--- config.mk ---
export PLATFORM = sky130hd
export DESIGN_NAME = risc_toy_fetch
export DESIGN_NICKNAME = d
export VERILOG_FILES = /design/src/rtl/risc_toy_pkg.sv /design/src/rtl/risc_toy_fetch_ifq_fifo.sv /design/src/rtl/risc_toy_fetch.sv
export SDC_FILE = /design/constraint.sdc
export NUM_CORES = 1
export LEC_CHECK = 0
export BUFFER_PORTS_ARGS = -buffer_cell sky130_fd_sc_hd__buf_4
export CAP_MARGIN = 20
export CORE_ASPECT_RATIO = 1.2
export CORE_MARGIN = 5
export CORE_UTILIZATION = 50
export CTS_BUF_LIST = sky130_fd_sc_hd__clkbuf_16
export CTS_CLUSTER_SIZE = 24
export DETAILED_ROUTE_END_ITERATION = 16
export MAX_ROUTING_LAYER = met4
export PLACE_DENSITY = 0.7
export SKIP_LAST_GASP = 1
export SYNTH_ARGS = -nofsm -noshare
export SYNTH_HDL_FRONTEND = slang
export SYNTH_SLANG_ARGS = --single-unit
--- constraint.sdc ---
create_clock -name CLK -period 3.5 [get_ports CLK]
set_clock_uncertainty 0.2 [all_clocks]
set_input_delay 0.175 -clock CLK [delete_from_list [all_inputs] [get_ports CLK]]
set_output_delay 0.175 -clock CLK [all_outputs]
set_load 0.03 [all_outputs]
--- src/rtl/risc_toy_pkg.sv ---
// Shared RISC_TOY definitions: datapath widths, opcode encodings and the
// fetch-stage state encoding.
package risc_toy_pkg;

  localparam int XLEN  = 32;
  localparam int IAW   = 30;
  localparam int IFQ_W = XLEN + IAW;

  typedef enum logic [4:0] {
    OP_ADDI = 5'd0,
    OP_ANDI = 5'd1,
    OP_ORI  = 5'd2,
    OP_MOVI = 5'd3,
    OP_ADD  = 5'd4,
    OP_SUB  = 5'd5,
    OP_NEG  = 5'd6,
    OP_NOT  = 5'd7,
    OP_AND  = 5'd8,
    OP_OR   = 5'd9,
    OP_XOR  = 5'd10,
    OP_LSR  = 5'd11,
    OP_ASR  = 5'd12,
    OP_SHL  = 5'd13,
    OP_ROR  = 5'd14,
    OP_BR   = 5'd15,
    OP_BRL  = 5'd16,
    OP_J    = 5'd17,
    OP_JL   = 5'd18,
    OP_LD   = 5'd19,
    OP_LDR  = 5'd20,
    OP_ST   = 5'd21,
    OP_STR  = 5'd22
  } opcode_e;

  typedef enum logic [1:0] {
    S_BOOT  = 2'b00,
    S_FETCH = 2'b01,
    S_HOLD  = 2'b10
  } fetch_state_e;

endpackage

--- src/rtl/risc_toy_fetch_ifq_fifo.sv ---
// Prefetch queue for the fetch stage: synchronous FIFO with flush and an
// occupancy output; the head is forced to zero while the queue is empty.
module ifq_fifo #(
  parameter int DEPTH = 4,
  parameter int WIDTH = 62
) (
  input  logic                   CLK,
  input  logic                   RST,
  input  logic                   push,
  input  logic [WIDTH-1:0]       push_data,
  input  logic                   pop,
  input  logic                   flush,
  output logic                   head_valid,
  output logic [WIDTH-1:0]       head_data,
  output logic [$clog2(DEPTH):0] level
);

  localparam int PW = $clog2(DEPTH);
  localparam logic [PW:0] LVL_FULL = (PW+1)'(DEPTH);

  logic [WIDTH-1:0] mem_r [DEPTH];
  logic [PW-1:0]    wr_ptr_r;
  logic [PW-1:0]    rd_ptr_r;
  logic [PW:0]      level_r;
  logic             push_s;
  logic             pop_s;

  assign pop_s  = pop && (level_r != {(PW+1){1'b0}});
  assign push_s = push && ((level_r != LVL_FULL) || pop_s);

  // Entry storage; reads are qualified by head_valid so no reset is needed.
  always_ff @(posedge CLK) begin
    if (push_s && !flush && !RST) begin
      mem_r[wr_ptr_r] <= push_data;
    end
  end

  // Pointers and occupancy; flush behaves like reset for the bookkeeping.
  always_ff @(posedge CLK) begin
    if (RST || flush) begin
      wr_ptr_r <= {PW{1'b0}};
      rd_ptr_r <= {PW{1'b0}};
      level_r  <= {(PW+1){1'b0}};
    end else begin
      if (push_s) begin
        wr_ptr_r <= wr_ptr_r + PW'(1'b1);
      end
      if (pop_s) begin
        rd_ptr_r <= rd_ptr_r + PW'(1'b1);
      end
      case ({push_s, pop_s})
        2'b10:   level_r <= level_r + (PW+1)'(1'b1);
        2'b01:   level_r <= level_r - (PW+1)'(1'b1);
        default: level_r <= level_r;
      endcase
    end
  end

  assign head_valid = (level_r != {(PW+1){1'b0}});
  assign head_data  = head_valid ? mem_r[rd_ptr_r] : {WIDTH{1'b0}};
  assign level      = level_r;

endmodule

--- src/rtl/risc_toy_fetch.sv ---
// RISC_TOY instruction-fetch stage: PC generation, one-outstanding memory
// request, prefetch queue toward decode. Optional macro: IFQ_BYPASS_EN.
module risc_toy_fetch
  import risc_toy_pkg::*;
#(
  parameter int          DEPTH    = 4,
  parameter logic [29:0] RESET_PC = 30'h0
) (
  input  logic                   CLK,
  input  logic                   RST,
  output logic                   IREQ,
  output logic [IAW-1:0]         IADDR,
  input  logic [XLEN-1:0]        INSTR,
  output logic                   ID_VALID,
  input  logic                   ID_READY,
  output logic [XLEN-1:0]        ID_INSTR,
  output logic [IAW-1:0]         ID_IADDR,
  input  logic                   REDIRECT,
  input  logic [IAW-1:0]         REDIRECT_ADDR,
  output logic [$clog2(DEPTH):0] IFQ_LEVEL
);

  localparam int LW = $clog2(DEPTH) + 1;
  localparam logic [LW:0] CREDIT_LIM = (LW+1)'(DEPTH);

  fetch_state_e   state_r;
  fetch_state_e   state_nxt_s;
  logic [IAW-1:0] pc_r;
  logic           pend_r;
  logic [IAW-1:0] pend_addr_r;
  logic           issue_s;
  logic           credit_s;
  logic [LW:0]    occ_s;
  logic           ret_s;
  logic           push_s;
  logic           pop_s;
  logic           fifo_valid_s;
  logic [IFQ_W-1:0] fifo_head_s;
  logic [LW-1:0]  level_s;

  // A request in flight reserves a slot, so a return never meets a full queue.
  assign occ_s    = {1'b0, level_s} + {{LW{1'b0}}, pend_r};
  assign credit_s = (occ_s < CREDIT_LIM);
  assign ret_s    = pend_r && !REDIRECT;
  assign pop_s    = fifo_valid_s && ID_READY;

  // Next-state and issue decision; reset and redirect override the FSM.
  always_comb begin
    state_nxt_s = state_r;
    issue_s     = 1'b0;
    if (RST) begin
      state_nxt_s = S_BOOT;
      issue_s     = 1'b0;
    end else if (REDIRECT) begin
      state_nxt_s = S_FETCH;
      issue_s     = 1'b0;
    end else begin
      case (state_r)
        S_BOOT: begin
          state_nxt_s = S_FETCH;
        end
        S_FETCH: begin
          if (credit_s) begin
            issue_s     = 1'b1;
            state_nxt_s = S_FETCH;
          end else begin
            issue_s     = 1'b0;
            state_nxt_s = S_HOLD;
          end
        end
        S_HOLD: begin
          if (credit_s) begin
            state_nxt_s = S_FETCH;
          end else begin
            state_nxt_s = S_HOLD;
          end
        end
        default: begin
          state_nxt_s = S_BOOT;
        end
      endcase
    end
  end

  // FSM state register.
  always_ff @(posedge CLK) begin
    if (RST) begin
      state_r <= S_BOOT;
    end else begin
      state_r <= state_nxt_s;
    end
  end

  // Fetch PC and the single outstanding request.
  always_ff @(posedge CLK) begin
    if (RST) begin
      pc_r        <= RESET_PC;
      pend_r      <= 1'b0;
      pend_addr_r <= 30'h0;
    end else begin
      pend_r <= issue_s;
      if (REDIRECT) begin
        pc_r <= REDIRECT_ADDR;
      end else if (issue_s) begin
        pc_r        <= pc_r + 30'd1;
        pend_addr_r <= pc_r;
      end else begin
        pc_r <= pc_r;
      end
    end
  end

`ifdef IFQ_BYPASS_EN
  logic byp_s;
  assign byp_s  = ret_s && !fifo_valid_s;
  assign push_s = ret_s && !(byp_s && ID_READY);

  // Empty queue: the arriving return is shown to decode in the same cycle.
  always_comb begin
    ID_VALID = fifo_valid_s || byp_s;
    ID_INSTR = {XLEN{1'b0}};
    ID_IADDR = {IAW{1'b0}};
    if (fifo_valid_s) begin
      ID_INSTR = fifo_head_s[IFQ_W-1:IAW];
      ID_IADDR = fifo_head_s[IAW-1:0];
    end else if (byp_s) begin
      ID_INSTR = INSTR;
      ID_IADDR = pend_addr_r;
    end else begin
      ID_INSTR = {XLEN{1'b0}};
      ID_IADDR = {IAW{1'b0}};
    end
  end
`else
  assign push_s   = ret_s;
  assign ID_VALID = fifo_valid_s;
  assign ID_INSTR = fifo_head_s[IFQ_W-1:IAW];
  assign ID_IADDR = fifo_head_s[IAW-1:0];
`endif

  ifq_fifo #(
    .DEPTH (DEPTH),
    .WIDTH (IFQ_W)
  ) u_ifq (
    .CLK        (CLK),
    .RST        (RST),
    .push       (push_s),
    .push_data  ({INSTR, pend_addr_r}),
    .pop        (pop_s),
    .flush      (REDIRECT),
    .head_valid (fifo_valid_s),
    .head_data  (fifo_head_s),
    .level      (level_s)
  );

  assign IREQ      = issue_s;
  assign IADDR     = pc_r;
  assign IFQ_LEVEL = level_s;

endmodule

==> results of run 1 <==
-- power by group through the flow --
stage	Clock (W)	Sequential (W)	Combinational, W
3_3_place_gp	0	0.00426	0.000430
5_1_grt	0.00329	0.00418	0.000554
2_1_floorplan	0	0.00429	0.000202
4_1_cts	0.00313	0.00418	0.000517
3_5_place_dp	0	0.00426	0.000435
6_report	0.00305	0.00418	0.000515
-- registers in the layout, indices dropped and copies added (netlist names), named ones only --
name and cells:
IADDR 30, pend_addr_r 30, pend_r 1, state_r 2, u_ifq.level 3, u_ifq.mem_r 248
u_ifq.rd_ptr_r 2, u_ifq.wr_ptr_r 2
-- area by class of cell --
type | count | area [sq um] | share of cell area, %
clock buffers | 29 | 726 | 4.47
clock inverters | 25 | 206 | 1.27
inverters | 15 | 56.3 | 0.347
multi-input cells | 431 | 3690 | 22.7
flip-flops and latches | 320 | 8900 | 54.8
well taps | 330 | 413 | 2.54
repair buffers | 263 | 2250 | 13.8
-- how the worst max path moves through the flow --
| stage | startpoint | end | slack, ps |
|---|---|---|---|
| floorplan | u_ifq.level[0]$_SDFFE_PP0P_ | u_ifq.mem_r[0][0]$_DFFE_PP_ | 130 |
| global placement | REDIRECT | u_ifq.mem_r[0][54]$_DFFE_PP_ | 910 |
| detailed placement | REDIRECT | u_ifq.mem_r[1][33]$_DFFE_PP_ | 880 |
| CTS | RST | IADDR[8]$_SDFFE_PP0P_ | 340 |
| global route | RST | IADDR[8]$_SDFFE_PP0P_ | 80 |
| finish | RST | IADDR[8]$_SDFFE_PP0P_ | 230 |
-- metrics by stage --
step | total power (W) | utilization (%) | setup slack, ps | cell area, sq um | hold slack (ps)
finish | 0.00774 | 64.0 | 234 | 16200 | 186
global route | 0.00803 | 64.0 | 78.8 | 16200 | 174
CTS | 0.00783 | 64.0 | 337 | 16200 | 162
detailed placement | 0.00470 | 56.8 | 878 | 14400 | 178
global placement | 0.00469 | 56.8 | 910 | 14400 | 177
floorplan | 0.00449 | - | 128 | 12800 | 73.9
-- cells in the final DEF, fill, tap and decap left out, types with 5 or more instances in the layout --
cell,count
edfxtp_1,248
buf_4,170
dlygate4sd3_1,89
nand2_1,79
dfxtp_1,70
and2_1,65
mux4_2,62
clkbuf_16,29
nand3b_1,28
nor2_1,24
xnor2_1,21
a21oi_1,21
inv_1,18
nand3_1,13
nor3_1,13
and3_1,9
a211oi_1,9
o22ai_1,8
ha_1,8
o21ai_0,7
a31oi_1,6
nor4_1,6
clkinv_2,6
and4_1,5
clkinv_1,5
-- logic make-up (layout without fill, tap and decap cells) --
kind of cell	after synthesis	in the layout	synth area share (%)
XOR/XNOR	24	24	1.64
multiplexers	63	63	11.0
AND/OR/NAND/NOR	267	267	11.5
flip-flops	320	320	69.4
AO/OA/AOI/OAI	68	68	3.59
adder cells (fa/ha/maj)	9	9	0.938
buffers and inverters	61	332	1.93
-- layer usage --
layer,wire length [um],vias up,track usage [%]
met3,1520,34,2.24
li1,-,3589,-
met1,11300,3785,25.4
met5,0,-,-
met2,13800,246,32.6
met4,442,0,3.85
==> run summary, run 1 <==
worst-skew pair later-pin latency - 540 ps
Synth Net Count - 887
Die Height - 185 um
WL/cell - 19.2 um
combinational share of power - 6.7%
fin nets - 1135
cell chain of the critical path - dlygate4sd3_1 -> buf_4 -> nor2_1 -> nand3_2 -> buf_4 -> nor3_1 -> a21oi_1 -> dlygate4sd3_1 -> a21oi_1 -> dlygate4sd3_1
Hold EP - u_ifq.mem_r[3][33]$_DFFE_PP_
hold buffer count at CTS - 89
P&R area growth vs syn - 26.7%
post_cts resized - 0
Total GRT Usage - 19.2%
switching share of power - 21.2%
fin cells - 1413
initial core utilization - 50.5%
IR drop worst, VDD - 0.000377 V
CTS root buf - clkbuf_16
number of global-route vias before repair - 7752
Post-synth ARST share - 0%
clock sink total - 320
Sum Neg Setup Slack - 0 ps
final setup vio count - 0
DR iter-0 viols - 447
CP Capture Type - register
Reg power frac - 54.0%
PwrDens - 477 mW/mm^2
drt drc - 0
Seq/Total Area, Yosys - 69.4%
Die Wd - 156 um
pin count of the biggest net entering global routing - 68
antenna violations before repair - 0
HP Start - INSTR[3]
via/cell ratio - 5.42
DIE AREA - 0.0289 sq mm
hold path cells - 2
crit share post-route - 93.3%
CP max stage delay - 590 ps
HPWL Detailed - 16800 um
Clock Tree Buf Depth - 3
total clock buffers created by CTS - 29
Syn Area/Cell - 15.8 sq um
crit-path most repeated cell - dlygate4sd3_1
first drt pass iteration count - 5
internal power - 0.00610 W
Seq cells post-synth - 320
Rows - 64
Clock Power Share - 39.3%
Crit path max-delay family - buffers and inverters
synthesized instance count - 812
RSZ-0062 raised after global routing - false
dpl cells - 1270
fillers - 1813
Synth warnings - 0
ratio of cells with drive above 1 in the final layout - 27.8%
unique cell type count in the Yosys netlist - 50
r2r setup slk - 370 ps
Worst Path Buf+Inv - 5
CTS tree - yes
Remaining Overflow, GRT - 0
RD Place Congestion - 0.807
core area - 0.0254 sq mm
Buffers on Ports - 162
postcts setup bufs - 0
Net Sw Power - 0.00164 W
Leak - 5.63 nW
most common cell in the netlist - edfxtp_1
max-cap violations - 0
critical path launch point type - primary input
Stages on worst setup path - 10
slew margin rel. - 31.6%
Hold WC Path Type - in -> reg
DRT antenna net count - 0
reg2reg start - state_r[1]$_SDFF_PP0_
final wirelength - 27100 um
critical path arrival - 3500 ps
WS Path Type - in -> reg
clock transition at the registers of the reported paths - 70 ps
via count - 7654
Top FF cell, synth - edfxtp_1
io pins - 163
leading area contributor after synthesis - edfxtp_1
Worst-Margin Slew - 1030 ps
Post-synth top cells - 248 x edfxtp_1, 79 x nand2_1, 72 x dfxtp_1, 69 x and2_1, 62 x mux4_2
share of the synthesized area in the top cell type - 58.1%
Cell Area, Synth - 0.0128 sq mm
largest cells by area after synthesis - edfxtp_1 58%, dfxtp_1 11%, mux4_2 11%
Crit Reg-Reg Endpoint - IADDR[9]$_SDFFE_PP0P_
final hold violation count - 0
H-tree Lvls - 1
CP max stage cell - dlygate4sd3_1
status - completed
worst reg-to-reg path cell count - 9
# diodes - 0
Post-synth EDFFs - 248
fmax - 0.306 GHz
Req. time, crit path - 3730 ps
first-pass GRT wire length - 42800 um
max-slew violations - 0
CP Max Fanout - 67
Tmin final - 3270 ps
Note: power is estimated with default switching activity, not from simulation.
==> inputs of run 2 (changes only) <==
--- a/constraint.sdc
+++ b/constraint.sdc
@@ -4,2 +4,2 @@
 set_output_delay 0.175 -clock CLK [all_outputs]
-set_load 0.03 [all_outputs]
+set_load 0.02 [all_outputs]
==> run summary, run 2 (synthesis gave the netlist of run 1 again) <==
status - completed
RD Place Congestion - 0.804 (-0.41%)
crit-path most repeated cell - dlygate4sd3_1
Worst-Margin Slew - 939 ps (-86.0 ps)
clock sink total - 320 (unchanged)
CTS tree - yes
WL/cell - 19.5 um (+1.5%)
Die Height - 185 um (unchanged)
WL met1 - 11200 um (-1.0%)
Hold WC Path Type - in -> reg
max-cap violations - 0 (unchanged)
Worst Path Buf+Inv - 5 (unchanged)
slew margin rel. - 37.4% (+5.8 points)
final hold violation count - 0 (unchanged)
switching share of power - 20.9% (-0.32 points)
Clock Tree Buf Depth - 3 (unchanged)
via/cell ratio - 5.45 (+0.53%)
internal power - 0.00602 W (-1.2%)
final setup margin - 305 ps (+71.2 ps)
antenna violations before repair - 0 (unchanged)
IR drop worst, VDD - 0.000337 V (-11%)
Buffers on Ports - 162 (unchanged)
pin count of the biggest net entering global routing - 68 (unchanged)
most frequent cells in the layout - 248 x edfxtp_1, 168 x buf_4, 91 x dlygate4sd3_1
first-pass GRT wire length - 43800 um (+2.5%)
combinational share of power - 6.3% (-0.4 points)
CP Capture Type - register
critical path launch point type - primary input
Leak - 5.65 nW (+0.36%)
critical path arrival - 3430 ps (-70 ps)
final setup vio count - 0 (unchanged)
final wirelength - 27500 um (+1.6%)
DR top layer - met4
drt drc - 0 (unchanged)
DRT antenna net count - 0 (unchanged)
WS Path Type - in -> reg
io pins - 163 (unchanged)
ratio of cells with drive above 1 in the final layout - 27.1% (-0.67 points)
DP Worst Slack - 883 ps (+5.35 ps)
clock transition at the registers of the reported paths - 60 ps (about the same)
post_cts resized - 0 (unchanged)
Sum Neg Setup Slack - 0 ps (unchanged)
number of flip-flops in the largest register - 248 (unchanged)
post-layout util - 63.9% (about the same)
Die Wd - 156 um (unchanged)
P&R area growth vs syn - 26.7% (about the same)
postcts setup bufs - 0 (unchanged)
PwrDens - 469 mW/mm^2 (-1.5%)
via count - 7700 (+0.60%)
Req. time, crit path - 3730 ps (about the same)
CP max stage delay - 590 ps (about the same)
worst-skew pair later-pin latency - 540 ps (about the same)
Remaining Overflow, GRT - 0 (unchanged)
CTS root buf - clkbuf_16
crit share post-route - 91.3% (-2.0 points)
leading cell type in the layout, fill and taps excluded - edfxtp_1
Top reg by flops - u_ifq.mem_r
HPWL Detailed - 17000 um (+1.2%)
Total GRT Usage - 19.6% (+0.46 points)
fin nets - 1137 (+0.18%)
fmax - 0.313 GHz (+2.2%)
initial core utilization - 50.5% (unchanged)
Met2 Wirelength - 14100 um (+1.9%)
Tmin final - 3200 ps (-71.2 ps)
Crit path max-delay family - buffers and inverters
Reg power frac - 54.9% (+0.9 points)
number of global-route vias before repair - 8059 (+4.0%)
WL met3 - 1720 um (+13%)
Clock Power Share - 38.8% (-0.5 points)
Net Sw Power - 0.00159 W (-3.1%)
# diodes - 0 (unchanged)
CP max stage cell - dlygate4sd3_1
total power - 0.00762 W (-1.6%)
max-slew violations - 0 (unchanged)
total clock buffers created by CTS - 30 (+3.4%)
core area - 0.0254 sq mm (unchanged)
DR iter-0 viols - 504 (+13%)
cell chain of the critical path - dlygate4sd3_1 -> buf_4 -> nor2_1 -> nand3_2 -> buf_4 -> nor3_1 -> a21oi_1 -> dlygate4sd3_1 -> a21oi_1 -> dlygate4sd3_1
CP Max Fanout - 67 (unchanged)
first drt pass iteration count - 7 (+2)
RSZ-0062 raised after global routing - false
Rows - 64 (unchanged)
DIE AREA - 0.0289 sq mm (unchanged)
H-tree Lvls - 1 (unchanged)
## run 2: cell types whose count changed in the layout (fill, tap and decap cells not counted), sizes merged
cell and change:
inv +4, bufinv -2, clkbuf +2, clkinv -2, clkinvlp -2, dlygate4sd3 +2, buf -1
## run 2: path summary, 6_finish.rpt
| check | depth (start not counted) | slack [ps] | end | start |
|---|---|---|---|---|
| hold reg to reg | 2 | 310 | pend_addr_r[16]$_SDFFE_PP0P_ | IADDR[16]$_SDFFE_PP0P_ |
| hold / removal | 2 | 190 | u_ifq.mem_r[1][41]$_DFFE_PP_ | INSTR[11] |
| setup reg to reg | 8 | 330 | IADDR[9]$_SDFFE_PP0P_ | u_ifq.level[1]$_SDFFE_PP0P_ |
| setup / recovery | 10 | 300 | IADDR[7]$_SDFFE_PP0P_ | RST |
## run 2: layout make-up
class / instances / area [sq um]
tap: 330 / 413
clock inverter: 23 / 121
inverter: 15 / 56.3
fill: 1853 / 9160
sequential: 320 / 8900
clock buffer: 31 / 776
multi-input combinational: 431 / 3690
timing repair buffer: 264 / 2270
## run 2: metrics by stage
stage               std cells  hold WS, ps  instance area (sq um)
floorplan                 812         73.9                  12800
global placement         1269          181                  14400
detailed placement       1269          181                  14400
CTS                      1414          170                  16200
global route             1414          173                  16200
finish                   1414          187                  16200
## run 2: power groups by stage
| stage | Combinational [W] | Clock (W) | Sequential [W] |
|---|---|---|---|
| 4_1_cts | 0.000483 | 0.00300 | 0.00418 |
| 5_1_grt | 0.000521 | 0.00318 | 0.00419 |
| 6_report | 0.000482 | 0.00295 | 0.00418 |
| 3_5_place_dp | 0.000400 | 0 | 0.00426 |
| 2_1_floorplan | 0.000184 | 0 | 0.00427 |
| 3_3_place_gp | 0.000395 | 0 | 0.00426 |
## run 2: worst register-to-register path, cell delays in order (launching register included)
cell and delay [ps]:
dfxtp_1 390, a31oi_4 320, nand3_2 130, inv_2 420
nand4_1 200, a2bb2oi_1 160, dlygate4sd3_1 580, a21oi_1 150
dlygate4sd3_1 560
## run 2: repair_timing
item	in CTS	in global routing
setup endpoints to repair	0	0
hold endpoints to repair	168	0
hold buffers	91	0
## run 2: metal layers
| metal | vias up | global-route usage [%] |
|---|---|---|
| li1 | 3591 | - |
| met1 | 3799 | 25.6 |
| met2 | 268 | 33.2 |
| met3 | 42 | 2.55 |
| met4 | 0 | 4.65 |
| met5 | - | - |
==> inputs of run 3 (changes only) <==
Settings changed: SLEW_MARGIN from default to 10, SYNTH_HIERARCHICAL from default to 1.
==> run summary, run 3 <==
slew margin rel. - 35.8% (-1.6 points)
via count - 7966 (+3.5%)
leading cell type in the layout, fill and taps excluded - edfxtp_1
Tmin final - 3050 ps (-145 ps)
CP Capture Type - output pin
via/cell ratio - 5.54 (+1.7%)
Final Cell Area - 0.0164 sq mm (+0.91%)
CTS tree - yes
Hold WC Path Type - in -> reg
Top FF cell, synth - edfxtp_1
H-tree Lvls - 1 (unchanged)
# diodes - 0 (unchanged)
placed cell area - 0.0146 sq mm (+1.4%)
Req. time, crit path - 3120 ps (-610 ps)
io pins - 163 (unchanged)
Cell Area, Synth - 0.0132 sq mm (+3.1%)
Rows - 65 (+1.6%)
CTS root buf - clkbuf_16
initial core utilization - 50.4% (about the same)
fmax - 0.328 GHz (+4.8%)
status - completed
pin count of the biggest net entering global routing - 65 (-4.4%)
Synth warnings - 6 (+6)
Remaining Overflow, GRT - 0 (unchanged)
fin nets - 1154 (+1.5%)
drt drc - 0 (unchanged)
critical path launch point type - register
PwrDens - 482 mW/mm^2 (+2.7%)
post_cts resized - 0 (unchanged)
fin cells - 1438 (+1.7%)
final hold violation count - 0 (unchanged)
Seq/Total Area, Yosys - 67.3% (-2.1 points)
number of global-route vias before repair - 8040 (-0.24%)
Die Height - 188 um (+1.4%)
Syn Area/Cell - 15.4 sq um (-2.1%)
hold path cells - 5 (+3)
DIE AREA - 0.0298 sq mm (+2.9%)
Sum Neg Setup Slack - 0 ps (unchanged)
Total GRT Usage - 18.9% (-0.77 points)
Post-synth top cells - 248 x edfxtp_1, 81 x and2_1, 80 x nand2_1, 72 x dfxtp_1, 60 x mux4_2
number of flip-flops in the largest register - 248 (unchanged)
cell chain of the critical path - nand3_1 -> nand3_1 -> inv_1 -> buf_4 -> buf_4
max-cap violations - 0 (unchanged)
DRT antenna net count - 0 (unchanged)
most frequent cells in the layout - 248 x edfxtp_1, 175 x buf_4, 80 x nand2_1
Seq cells post-synth - 320 (unchanged)
WS Path Type - reg -> out
CP max stage cell - nand3_1
P&R area growth vs syn - 24.0%
worst reg-to-reg path cell count - 5 (-3)
leading area contributor after synthesis - edfxtp_1
ratio of cells with drive above 1 in the final layout - 26.6% (-0.56 points)
WL/cell - 19.0 um (-2.6%)
max-slew violations - 0 (unchanged)
Leak - 5.84 nW (+3.4%)
clock sink total - 320 (unchanged)
CP max stage delay - 610 ps (+20 ps)
critical path arrival - 2680 ps (-750 ps)
Clock Tree Buf Depth - 3 (unchanged)
total clock buffers created by CTS - 31 (+3.3%)
largest cells by area after synthesis - edfxtp_1 56%, dfxtp_1 11%, mux4_2 10%
core area - 0.0262 sq mm (+3.2%)
RD Place Congestion - 0.866 (+7.6%)
HPWL Detailed - 17000 um (about the same)
crit share post-route - 87.1% (-4.1 points)
unique cell type count in the Yosys netlist - 57 (+14%)
Crit path max-delay family - simple AND/OR/NAND/NOR gates
DR iter-0 viols - 503 (-0.20%)
Worst-Margin Slew - 963 ps (+24.4 ps)
first-pass GRT wire length - 43300 um (-1.2%)
share of the synthesized area in the top cell type - 56.4% (-1.7 points)
final wirelength - 27300 um (-0.95%)
Die Wd - 158 um (+1.4%)
antenna violations before repair - 0 (unchanged)
clock transition at the registers of the reported paths - 60 ps (about the same)
Synth Net Count - 930 (+4.8%)
dpl cells - 1310 (+3.2%)
Post-synth EDFFs - 248 (unchanged)
synthesized instance count - 855 (+5.3%)
most common cell in the netlist - edfxtp_1
final setup vio count - 0 (unchanged)
first drt pass iteration count - 5 (-2)
Top reg by flops - u_ifq/mem_r
CP Max Fanout - 18 (-73%)
IR drop worst, VDD - 0.000320 V (-5.2%)
RSZ-0062 raised after global routing - false
Stages on worst setup path - 5 (-5)
Worst Path Buf+Inv - 3 (-2)
worst-skew pair later-pin latency - 540 ps (about the same)
Buffers on Ports - 162 (unchanged)
Post-synth ARST share - 0% (unchanged)
run 3: cell type report:
cell class	count	area, sq um
Clock buffer	31	776
Clock inverter	26	273
Fill cell	1984	9810
Inverter	15	56.3
Multi-Input combinational cell	464	3910
Sequential cell	320	8890
Tap cell	335	419
Timing Repair Buffer	247	2040
run 3: worst reg2reg max path: stages, from the launching register on:
cell     delay (ps)
dfxtp_1         550
or3_2           200
and2_1          300
nor4b_2         120
nor3_1          410
and2_4          820
run 3: path summary, 6_finish.rpt:
kind	from	slack, ps	end
setup / recovery	u_ifq/level[1]$_SDFFE_PP0P_	450	IREQ
hold / removal	ID_READY	80	register
setup reg to reg	u_ifq/level[1]$_SDFFE_PP0P_	450	u_ifq/mem_r[3][36]$_DFFE_PP_
hold reg to reg	pend_addr_r[18]$_SDFFE_PP0P_	310	pend_addr_r[18]$_SDFFE_PP0P_
run 3: cells by family (layout without fill, tap and decap cells):
logic type / count (synthesis) / after routing / share of synthesized area, %
flops: 320 / 320 / 67.3
simple gates: 292 / 292 / 12.4
compound gates: 89 / 89 / 4.75
buf+inv: 71 / 319 / 3.16
mux: 65 / 65 / 10.9
fa+ha+maj: 9 / 9 / 0.910
xor+xnor: 9 / 9 / 0.597
run 3: routing by layer:
| metal | part of all wire, % | GRT usage [%] |
|---|---|---|
| met1 | 41 | 25.1 |
| met2 | 50 | 31.0 |
| met3 | 5.6 | 2.26 |
| met4 | 2.5 | 5.02 |
| met5 | 0 | - |
run 3: report_power, final:
group          internal (W)  leakage, nW  switching, W  total, W
Clock               0.00204        0.516       0.00134   0.00338
Sequential          0.00411         2.94     0.0000599   0.00417
Combinational      0.000180         2.39      0.000161  0.000341
run 3: stage by stage:
| step | hold slack [ps] | setup slack, ps | utilization [%] | power [W] |
|---|---|---|---|---|
| after detailed placement | 182 | 434 | 55.8 | 0.00453 |
| final | 82.4 | 450 | 62.5 | 0.00789 |
| after CTS | 62.6 | 426 | 62.5 | 0.00796 |
| after global placement | 178 | 547 | 55.8 | 0.00452 |
| after global routing | 117 | 215 | 62.5 | 0.00818 |
| after floorplan | 73.9 | 342 | - | 0.00437 |
run 3: timing repair:
item | 4_1_cts | 5_1_grt
hold buffers | 71 | 0
buffers inserted | 0 | 0
setup endpoints to repair | 0 | 0
hold endpoints to repair | 173 | 0
